File: config.mk
export PLATFORM = sky130hd
export DESIGN_NAME = spi_note_decoder_flat
export DESIGN_NICKNAME = d
export VERILOG_FILES = /design/src/rtl/spi_note_decoder_pkg.sv /design/src/rtl/spi_note_decoder_if.sv /design/src/rtl/spi_note_decoder.sv /design/src/flat_wrapper.sv
export SDC_FILE = /design/constraint.sdc
export NUM_CORES = 1
export LEC_CHECK = 0
export CAP_MARGIN = 20
export CORE_AREA = 2 2 91 93
export CTS_CLUSTER_DIAMETER = 200
export DETAILED_ROUTE_END_ITERATION = 7
export DIE_AREA = 0 0 93 95
export HOLD_SLACK_MARGIN = 0.15
export MAX_ROUTING_LAYER = met4
export PLACE_DENSITY = 0.77
export SLEW_MARGIN = 20
export SYNTH_ARGS = -nofsm -noshare
export SYNTH_HDL_FRONTEND = slang
export SYNTH_SLANG_ARGS = --single-unit
File: constraint.sdc
create_clock -name i_clk -period 1.77 [get_ports i_clk]
set_input_delay 0.2655 -clock i_clk [delete_from_list [all_inputs] [get_ports i_clk]]
set_output_delay 0.2655 -clock i_clk [all_outputs]
set_load 0.01 [all_outputs]
File: src/rtl/spi_note_decoder_pkg.sv
// Shared constants, state encoding and voice-range helper for the SPI note command decoder.
package spi_note_decoder_pkg;

  localparam int NUM_VOICES_DEFAULT = 256;
  localparam int NOTE_ON_LEN        = 7;
  localparam int NOTE_OFF_LEN       = 2;
  localparam int TUNE_BYTES         = 4;

  localparam logic [7:0] OP_NOTE_ON  = 8'h90;
  localparam logic [7:0] OP_NOTE_OFF = 8'h80;

  typedef enum logic [2:0] {
    ST_IDLE  = 3'd0,
    ST_VOICE = 3'd1,
    ST_VEL   = 3'd2,
    ST_TUNE  = 3'd3,
    ST_ISSUE = 3'd4,
    ST_DRAIN = 3'd5,
    ST_ERR   = 3'd6
  } state_t;

  function automatic logic voice_ok(input logic [7:0] voice, input int num_voices);
    return (int'(voice) < num_voices);
  endfunction

endpackage

File: src/rtl/spi_note_decoder_if.sv
// Byte-receiver inputs and voice_controller command outputs of the note decoder.
interface spi_note_decoder_if;

  logic [7:0]  i_rx_byte;
  logic        i_rx_valid;
  logic        i_cs_n;
  logic [31:0] o_SPI_tuning_code;
  logic [7:0]  o_SPI_voice_index;
  logic [7:0]  o_SPI_velocity;
  logic        o_SPI_note_status;
  logic        o_SPI_flag_dds;
  logic        o_SPI_flag_adsr;
  logic        o_frame_error;
  logic        o_busy;

  modport master (
    output i_rx_byte, i_rx_valid, i_cs_n,
    input  o_SPI_tuning_code, o_SPI_voice_index, o_SPI_velocity, o_SPI_note_status,
    input  o_SPI_flag_dds, o_SPI_flag_adsr, o_frame_error, o_busy
  );

  modport slave (
    input  i_rx_byte, i_rx_valid, i_cs_n,
    output o_SPI_tuning_code, o_SPI_voice_index, o_SPI_velocity, o_SPI_note_status,
    output o_SPI_flag_dds, o_SPI_flag_adsr, o_frame_error, o_busy
  );

endinterface

File: src/rtl/spi_note_decoder.sv
// Frames note-on / note-off byte streams into voice_controller commands; outputs change
// only on the clock that accepts a frame's final byte.
module spi_note_decoder
  import spi_note_decoder_pkg::*;
#(
  parameter int NUM_VOICES = NUM_VOICES_DEFAULT
) (
  input  logic             i_clk,
  input  logic             i_reset,
  spi_note_decoder_if.slave bus
);

  localparam logic [1:0] TUNE_LAST = 2'(TUNE_BYTES - 1);

  state_t      state_r;
  logic        is_on_r;
  logic [1:0]  cnt_r;
  logic [7:0]  voice_sh_r;
  logic [7:0]  vel_sh_r;
  logic [23:0] tune_sh_r;
  logic [31:0] tuning_r;
  logic [7:0]  voice_r;
  logic [7:0]  vel_r;
  logic        status_r;
  logic        dds_r;
  logic        adsr_r;
  logic        err_r;
  logic        busy_r;

  // Frame FSM with shadow capture; results are committed on entry to ST_ISSUE.
  always_ff @(posedge i_clk or negedge i_reset) begin
    if (!i_reset) begin
      state_r    <= ST_IDLE;
      is_on_r    <= 1'b0;
      cnt_r      <= 2'd0;
      voice_sh_r <= 8'd0;
      vel_sh_r   <= 8'd0;
      tune_sh_r  <= 24'd0;
      tuning_r   <= 32'd0;
      voice_r    <= 8'd0;
      vel_r      <= 8'd0;
      status_r   <= 1'b0;
      dds_r      <= 1'b0;
      adsr_r     <= 1'b0;
      err_r      <= 1'b0;
      busy_r     <= 1'b0;
    end else begin
      dds_r  <= 1'b0;
      adsr_r <= 1'b0;
      err_r  <= 1'b0;
      busy_r <= 1'b1;
      // Chip-select release aborts silently; an issue already under way still completes.
      if (bus.i_cs_n && (state_r != ST_ISSUE)) begin
        state_r <= ST_IDLE;
        busy_r  <= 1'b0;
      end else begin
        case (state_r)
          ST_IDLE: begin
            if (bus.i_rx_valid) begin
              if (bus.i_rx_byte == OP_NOTE_ON) begin
                is_on_r <= 1'b1;
                state_r <= ST_VOICE;
              end else if (bus.i_rx_byte == OP_NOTE_OFF) begin
                is_on_r <= 1'b0;
                state_r <= ST_VOICE;
              end else begin
                err_r   <= 1'b1;
                state_r <= ST_ERR;
              end
            end else begin
              busy_r <= 1'b0;
            end
          end
          ST_VOICE: begin
            if (bus.i_rx_valid) begin
              if (!voice_ok(bus.i_rx_byte, NUM_VOICES)) begin
                err_r   <= 1'b1;
                state_r <= ST_ERR;
              end else if (is_on_r) begin
                voice_sh_r <= bus.i_rx_byte;
                state_r    <= ST_VEL;
              end else begin
                voice_r  <= bus.i_rx_byte;
                status_r <= 1'b0;
                adsr_r   <= 1'b1;
                state_r  <= ST_ISSUE;
              end
            end
          end
          ST_VEL: begin
            if (bus.i_rx_valid) begin
              vel_sh_r <= bus.i_rx_byte;
              cnt_r    <= 2'd0;
              state_r  <= ST_TUNE;
            end
          end
          ST_TUNE: begin
            if (bus.i_rx_valid) begin
              if (cnt_r == TUNE_LAST) begin
                tuning_r <= {tune_sh_r, bus.i_rx_byte};
                voice_r  <= voice_sh_r;
                vel_r    <= vel_sh_r;
                status_r <= 1'b1;
                dds_r    <= 1'b1;
                adsr_r   <= 1'b1;
                state_r  <= ST_ISSUE;
              end else begin
                tune_sh_r <= {tune_sh_r[15:0], bus.i_rx_byte};
                cnt_r     <= cnt_r + 2'd1;
              end
            end
          end
          ST_ISSUE: begin
            if (bus.i_cs_n) begin
              state_r <= ST_IDLE;
              busy_r  <= 1'b0;
            end else begin
              state_r <= ST_DRAIN;
            end
          end
          ST_DRAIN, ST_ERR: begin
            state_r <= state_r;
          end
          default: begin
            state_r <= ST_IDLE;
            busy_r  <= 1'b0;
          end
        endcase
      end
    end
  end

  assign bus.o_SPI_tuning_code = tuning_r;
  assign bus.o_SPI_voice_index = voice_r;
  assign bus.o_SPI_velocity    = vel_r;
  assign bus.o_SPI_note_status = status_r;
  assign bus.o_SPI_flag_dds    = dds_r;
  assign bus.o_SPI_flag_adsr   = adsr_r;
  assign bus.o_frame_error     = err_r;
  assign bus.o_busy            = busy_r;

endmodule

File: src/flat_wrapper.sv
// flat-port wrapper written by rule: the top's interface ports become plain ports
module spi_note_decoder_flat import spi_note_decoder_pkg::*;
#(
  parameter int NUM_VOICES = NUM_VOICES_DEFAULT
)
  (i_clk, i_reset, bus_i_rx_byte, bus_i_rx_valid, bus_i_cs_n, bus_o_SPI_tuning_code, bus_o_SPI_voice_index, bus_o_SPI_velocity, bus_o_SPI_note_status, bus_o_SPI_flag_dds, bus_o_SPI_flag_adsr, bus_o_frame_error, bus_o_busy);
  spi_note_decoder_if bus_i ();
  input  logic i_clk;
  input  logic i_reset;
  input wire logic [$bits(bus_i.i_rx_byte)-1:0] bus_i_rx_byte;
  input wire logic [$bits(bus_i.i_rx_valid)-1:0] bus_i_rx_valid;
  input wire logic [$bits(bus_i.i_cs_n)-1:0] bus_i_cs_n;
  output wire logic [$bits(bus_i.o_SPI_tuning_code)-1:0] bus_o_SPI_tuning_code;
  output wire logic [$bits(bus_i.o_SPI_voice_index)-1:0] bus_o_SPI_voice_index;
  output wire logic [$bits(bus_i.o_SPI_velocity)-1:0] bus_o_SPI_velocity;
  output wire logic [$bits(bus_i.o_SPI_note_status)-1:0] bus_o_SPI_note_status;
  output wire logic [$bits(bus_i.o_SPI_flag_dds)-1:0] bus_o_SPI_flag_dds;
  output wire logic [$bits(bus_i.o_SPI_flag_adsr)-1:0] bus_o_SPI_flag_adsr;
  output wire logic [$bits(bus_i.o_frame_error)-1:0] bus_o_frame_error;
  output wire logic [$bits(bus_i.o_busy)-1:0] bus_o_busy;
  assign bus_i.i_rx_byte = bus_i_rx_byte;
  assign bus_i.i_rx_valid = bus_i_rx_valid;
  assign bus_i.i_cs_n = bus_i_cs_n;
  assign bus_o_SPI_tuning_code = bus_i.o_SPI_tuning_code;
  assign bus_o_SPI_voice_index = bus_i.o_SPI_voice_index;
  assign bus_o_SPI_velocity = bus_i.o_SPI_velocity;
  assign bus_o_SPI_note_status = bus_i.o_SPI_note_status;
  assign bus_o_SPI_flag_dds = bus_i.o_SPI_flag_dds;
  assign bus_o_SPI_flag_adsr = bus_i.o_SPI_flag_adsr;
  assign bus_o_frame_error = bus_i.o_frame_error;
  assign bus_o_busy = bus_i.o_busy;
  spi_note_decoder #(.NUM_VOICES(NUM_VOICES)) u_core (.i_clk(i_clk), .i_reset(i_reset), .bus(bus_i));
endmodule
## After elaboration in Yosys (flattened, before gate mapping)

Cells that the tools add are included.

- Word-level logic and storage cells: 98
- Input bits: 12
- Bits in registers: 99
- Output and inout port bits: 53

- Equal/unequal tests: 22
- Reductions and logical operators: 15
- Bitwise gates (word level): 2
- Muxes and demuxes: 44
- $add $sub $neg: 1

Operator list:

| operator | count |
|---|---|
| $mux W8 | 4 |
| $mux W3 | 10 |
| $mux W1 | 21 |
| $pmux W3 S6 | 1 |
| $eq A8 B8 Y1 const B | 2 |
| $pmux W8 S2 | 1 |
| $reduce_and A4 Y1 | 4 |
| $ne A3 B2 Y1 const B | 4 |
| $reduce_and A6 Y1 | 2 |
| $ne A2 B2 Y1 const B | 5 |
| $eq A3 B3 Y1 const B | 3 |
| $eq A3 B2 Y1 const B | 2 |
| $mux W2 | 3 |
| $reduce_bool A2 Y1 | 3 |
| $reduce_and A5 Y1 | 1 |
| $reduce_or A5 Y1 | 1 |
| $ne A2 B1 Y1 const B | 2 |
| $pmux W1 S2 | 2 |
| $pmux W2 S2 | 1 |
| $eq A3 B1 Y1 const B | 1 |
| $logic_not A3 Y1 | 1 |
| $ne A3 B1 Y1 const B | 1 |
| $ne A3 B3 Y1 const B | 1 |
| $pmux W1 S3 | 1 |
| other kinds (6) | 7 |

## Depth between registers and ports, before layout

Gate-level depths: netlist (run 1).

- Depth after elaboration: 6
- Depth in mapped cells: 6
- Gate-level depth less buffers: 5

## Worst setup path before layout (run 1)

Ideal clock, no wire load.

- Path type: register to register
- From: register u_core.state_r[2]
- To: register u_core.tuning_r[0], in the netlist u_core.bus.o_SPI_tuning_code[0]
- Clock period less this slack: 1.629 ns
- Library setup time: 0.128 ns
- Path buffers: 1
- Data required time: 1.642 ns
- Arrival: 1.501 ns
- Path slack: 0.141 ns
- Cell stages (with the launch flop): 5
- Cells stage by stage: dfrtp_1 nor3b_4 nand4_2 buf_2 mux2_1

- Word-level cells in the longest chain between the ends: 4
- Elaborated cells between the ends (all ways): 5
- Those cells by class: eq/ne: 2; bitwise: 1; reduce/logical: 2

RTL lines:

| item | RTL line | text |
|---|---|---|
| start: declaration | spi_note_decoder.sv:15 | `state_t state_r;` |
| start signal: assignment | spi_note_decoder.sv:122 | `state_r <= state_r;` |
| $ne A3 B3 Y1 | spi_note_decoder.sv:53 | `if (bus.i_cs_n && (state_r != ST_ISSUE)) begin` |
| $logic_and A1 B1 Y1 | spi_note_decoder.sv:53 |  |
| $not A1 Y1 (no line) | -- |  |
| $reduce_and A4 Y1 (no line) (*) | -- |  |
| end signal: assignment | spi_note_decoder.sv:100 | `tuning_r <= {tune_sh_r, bus.i_rx_byte};` |
| end: declaration | spi_note_decoder.sv:21 | `logic [31:0] tuning_r;` |

Every way passes the cells marked *; elsewhere a longest branch is shown, timed or not.
A chain may end at the register's enable or synchronous reset.

## Worst setup path in the final report (run 1)

- From: register u_core.state_r[1]
- To: register u_core.voice_sh_r[7]

- Word-level cells in the longest chain between the ends: 4
- Elaborated cells between the ends (all ways): 5
- Those cells by class: eq/ne: 2; bitwise: 1; reduce/logical: 2

RTL lines:

| item | RTL line | text |
|---|---|---|
| $ne A3 B3 Y1 | spi_note_decoder.sv:53 |  |
| $logic_and A1 B1 Y1 | spi_note_decoder.sv:53 |  |
| $not A1 Y1 (no line) | -- |  |
| $reduce_and A4 Y1 (no line) (*) | -- |  |
| end signal: assignment | spi_note_decoder.sv:80 | `voice_sh_r <= bus.i_rx_byte;` |
| end: declaration | spi_note_decoder.sv:18 | `logic [7:0] voice_sh_r;` |

Marks and branches as above.

==> results of run 1 <==
## registers in the layout, summed over array words and instances, names as in the netlist
name                          count
u_core.bus.o_SPI_velocity         8
u_core.bus.o_busy                 1
u_core.vel_sh_r                   8
u_core.state_r                    3
u_core.bus.o_SPI_flag_dds         1
u_core.bus.o_SPI_flag_adsr        1
u_core.tune_sh_r                 24
u_core.is_on_r                    1
u_core.cnt_r                      2
u_core.voice_sh_r                 8
u_core.bus.o_SPI_tuning_code     32
u_core.bus.o_SPI_voice_index      8
u_core.bus.o_SPI_note_status      1
u_core.bus.o_frame_error          1
## layer usage
metal	part of all wire	wire, um	GRT usage	vias up
li1	-	-	-	1152
met1	0.46	3670	0.278	1257
met2	0.49	3930	0.306	67
met3	0.037	295	0.0383	13
met4	0.016	126	0.0784	0
met5	0	0	-	-
## worst max path at each step
stage / from / end / cells after the start
final: u_core.state_r[1] / u_core.voice_sh_r[7] / 4
after global routing: u_core.state_r[1] / u_core.voice_sh_r[7] / 4
after CTS: u_core.state_r[2] / u_core.bus.o_SPI_voice_index[4] / 5
after detailed placement: bus_i_rx_valid / u_core.bus.o_SPI_voice_index[3] / 6
after global placement: bus_i_rx_byte[7] / u_core.state_r[1] / 6
after floorplan: u_core.state_r[2] / u_core.bus.o_SPI_tuning_code[0] / 4
## cell usage in the layout, fill, tap and decap left out, types with 4 or more instances in the layout
cell and instances:
dfrtp_1 99, clkdlybuf4s50_1 63, mux2_2 58, mux2_1 39, buf_4 24, clkbuf_8 9
nand2_1 8, nor2_1 8, o21ai_0 5, buf_12 5, inv_1 4, bufinv_16 4
## final cells by class
type                       count  area (um^2)  area share
inverter                       4         15.0     0.00283
timing repair buffer          93          921       0.174
multi-input combinational    153         1480       0.279
clock buffer                   9          124      0.0234
tap                          105          131      0.0248
clock inverter                 7          156      0.0295
sequential                    99         2480       0.467
## synth_stat cells, drive strengths merged
library cell / number
o21ai: 5
nor2b: 1
o21a: 1
a211o: 1
a22o: 1
o221ai: 2
a22oi: 1
o22ai: 1
nor3: 2
dfrtp: 99
ha: 1
a221oi: 2
inv: 4
nor2: 8
nand2b: 3
and3: 2
nor3b: 2
a21oi: 3
clkbuf: 3
nor4b: 1
buf: 9
a32oi: 1
mux2: 97
nand3b: 3
o21bai: 1
nor4: 1
nand2: 9
nand4: 3
nand3: 1
## worst max-delay path, delay by kind of cell, from the launching register on
family,cells,cell delay (ns)
AND/OR/NAND/NOR,2,0.48
multiplexers,1,0.35
flip-flops,1,0.53
buffers and inverters,1,0.22
## power groups by stage
stage / logic [mW] / registers (mW) / clock network, mW
2_1_floorplan: 0.683 / 2.83 / 0
3_3_place_gp: 1.13 / 2.90 / 0
3_5_place_dp: 1.17 / 2.92 / 0
4_1_cts: 1.19 / 2.88 / 1.96
5_1_grt: 1.29 / 2.93 / 2.06
6_report: 1.18 / 2.89 / 1.92
## stage by stage
stage / setup WS, ns / power [mW] / cell area [um^2]
after floorplan: 0.141 / 3.52 / 4020
after global placement: -0.135 / 4.03 / 5010
after detailed placement: -0.148 / 4.09 / 5010
after CTS: 0.0705 / 6.03 / 5300
after global routing: 0.00312 / 6.28 / 5300
final: 0.0826 / 5.99 / 5300
## cell families after synthesis
group / Yosys count
adder cells (fa/ha/maj): 1
AO/OA/AOI/OAI: 19
buffers and inverters: 16
multiplexers: 97
flip-flops: 99
AND/OR/NAND/NOR: 36
## what timing repair did
| item | in CTS | in global routing |
|---|---|---|
| hold buffers | 1 | 0 |
| gates resized for setup | 0 | 1 |
| hold endpoints to repair | 32 | 0 |
| setup endpoints to repair | 0 | 1 |
==> flow_summary.json, run 1 <==
{
  "synth_top_family_by_area": "multiplexers",
  "slowest_stage": "dfrtp_1",
  "fin_nets": 373,
  "worst_pin_slew_ns": 0.470,
  "powerDensity_nw_per_um2": 1130,
  "whs_ns": 0.393,
  "reg2reg_depth": 4,
  "avgSynthCellArea_um2": 15.0,
  "syn_area_um2": 4020,
  "vias": 2489,
  "critPathRequiredTime_ns": 2.01,
  "hp-class": "in -> async",
  "cp-start-kind": "flop",
  "cts_made_buffers": 9,
  "max_freq_ghz": 0.593,
  "final_max_slew_viol_count": 0,
  "synthXorXnorAreaFrac": 0,
  "routed_wl_mm": 8.02,
  "dp.cells": 453,
  "die_y_um": 95,
  "status": "finished clean",
  "cts_tree": "done",
  "irDropWorstVdd_v": 0.000788,
  "post_cts_buffers": 0,
  "slew_headroom": 0.684,
  "drv_cap": 0,
  "slowest_delay_ns": 0.53,
  "yosys.area_share.simple": 0.0591,
  "firstDrtPassIters": 4,
  "synth.top_cell.area_share": 0.616,
  "start_util": 0.507,
  "seq_power_share": 0.482,
  "cts_root_buf": "clkbuf_8",
  "power.share.switching": 0.266,
  "synth_adder_area_share": 0.00311,
  "gp_congestion": 0.820,
  "synthTopCellsByArea": "dfrtp_1 62%, mux2_2 16%, mux2_1 11%, buf_2 1.0%, nand2_1 0.75%",
  "first_iter_violations": 137,
  "ant_nets": 0,
  "synth_cell_type_count": 35,
  "timing.rr.end": "u_core.voice_sh_r[7]",
  "yosys_warnings": 0,
  "dieArea_um2": 8840,
  "vias_per_cell": 5.30,
  "syn_nets": 281,
  "synth-compound-area-share": 0.0324,
  "grtUsageTotal": 0.203,
  "io_pins": 65,
  "path_max_fanout": 12,
  "fin_util": 0.669,
  "intPower_mw": 4.40,
  "worstPathCellList": "nand3b_1, nor4_4, buf_4, mux2_2",
  "worstPathArrival_ns": 1.93,
  "synthMuxAreaShare": 0.272,
  "clock_sinks": 99,
  "cts_max_path_buffers": 2,
  "port_buffers": 64,
  "r2r-start": "u_core.state_r[1]",
  "num_antenna_cells": 0,
  "coreArea_um2": 7930,
  "tns_ns": 0,
  "period_share": 0.953,
  "grt_setup_unrepaired": "no",
  "p_clk_frac": 0.321,
  "grt_max_degree": 42,
  "drive_gt1_frac": 0.296,
  "layout.cells.non_filler": 470,
  "syn-instance-count": 268,
  "worstSkewPairLatency_ns": 0.37,
  "drc": 0,
  "grt_pass1_wl_mm": 13.1,
  "setup_viol": 0,
  "avgRoutedWirePerCell_um": 17.1,
  "critPathKind": "reg -> reg",
  "combPwrFrac": 0.197,
  "fin_crit_ns": 1.69,
  "endpoint_kind": "flop",
  "hold_viol": 0,
  "clk_pin_slew_ns": 0.10,
  "power_switching_mw": 1.60,
  "grt_pass1_vias": 2575,
  "p_leak_nw": 2.58,
  "area_growth_pct": 31.9,
  "place_hpwl_mm": 5.57,
  "gr-total-overflow": 0,
  "die_w_um": 93,
  "yosysSeqAreaShare": 0.616,
  "row_count": 33,
  "fillers": 589,
  "yosys.area.top_type": "dfrtp_1",
  "htreeDepth": 3,
  "fin_skew_ns": 0.0148,
  "synth_seq_cells": 99,
  "r2r_slack_ns": 0.08,
  "grt_antenna_before_repair": 0
}
Note: power is estimated with default switching activity, not from simulation.
==> run 2, diff against run 1 <==
--- a/config.mk
+++ b/config.mk
@@ -8,9 +8,10 @@
 export CAP_MARGIN = 20
 export CORE_AREA = 2 2 91 93
 export CTS_CLUSTER_DIAMETER = 200
+export CTS_CLUSTER_SIZE = 20
 export DETAILED_ROUTE_END_ITERATION = 7
 export DIE_AREA = 0 0 93 95
-export HOLD_SLACK_MARGIN = 0.15
+export HOLD_SLACK_MARGIN = 0.05
 export MAX_ROUTING_LAYER = met4
 export PLACE_DENSITY = 0.77
 export SLEW_MARGIN = 20
==> results of run 2 <==
Same layout as run 1: the final DEF is identical, and so are final timing and power.
==> run 3, diff against run 2 <==
==> constraint.sdc (replaced) <==
create_clock -name i_clk -period 1.77 [get_ports i_clk]
set_input_delay 0.2655 -clock i_clk [delete_from_list [all_inputs] [get_ports i_clk]]
set_output_delay 0.2655 -clock i_clk [all_outputs]
set_load 0.02 [all_outputs]
==> results of run 3 <==
Same layout as run 1 (identical final DEF). Status: finished clean.
Among the figures that moved: total power 5.99 mW -> 6.07 mW; worst IR drop on VDD 0.000788 V -> 0.000894 V
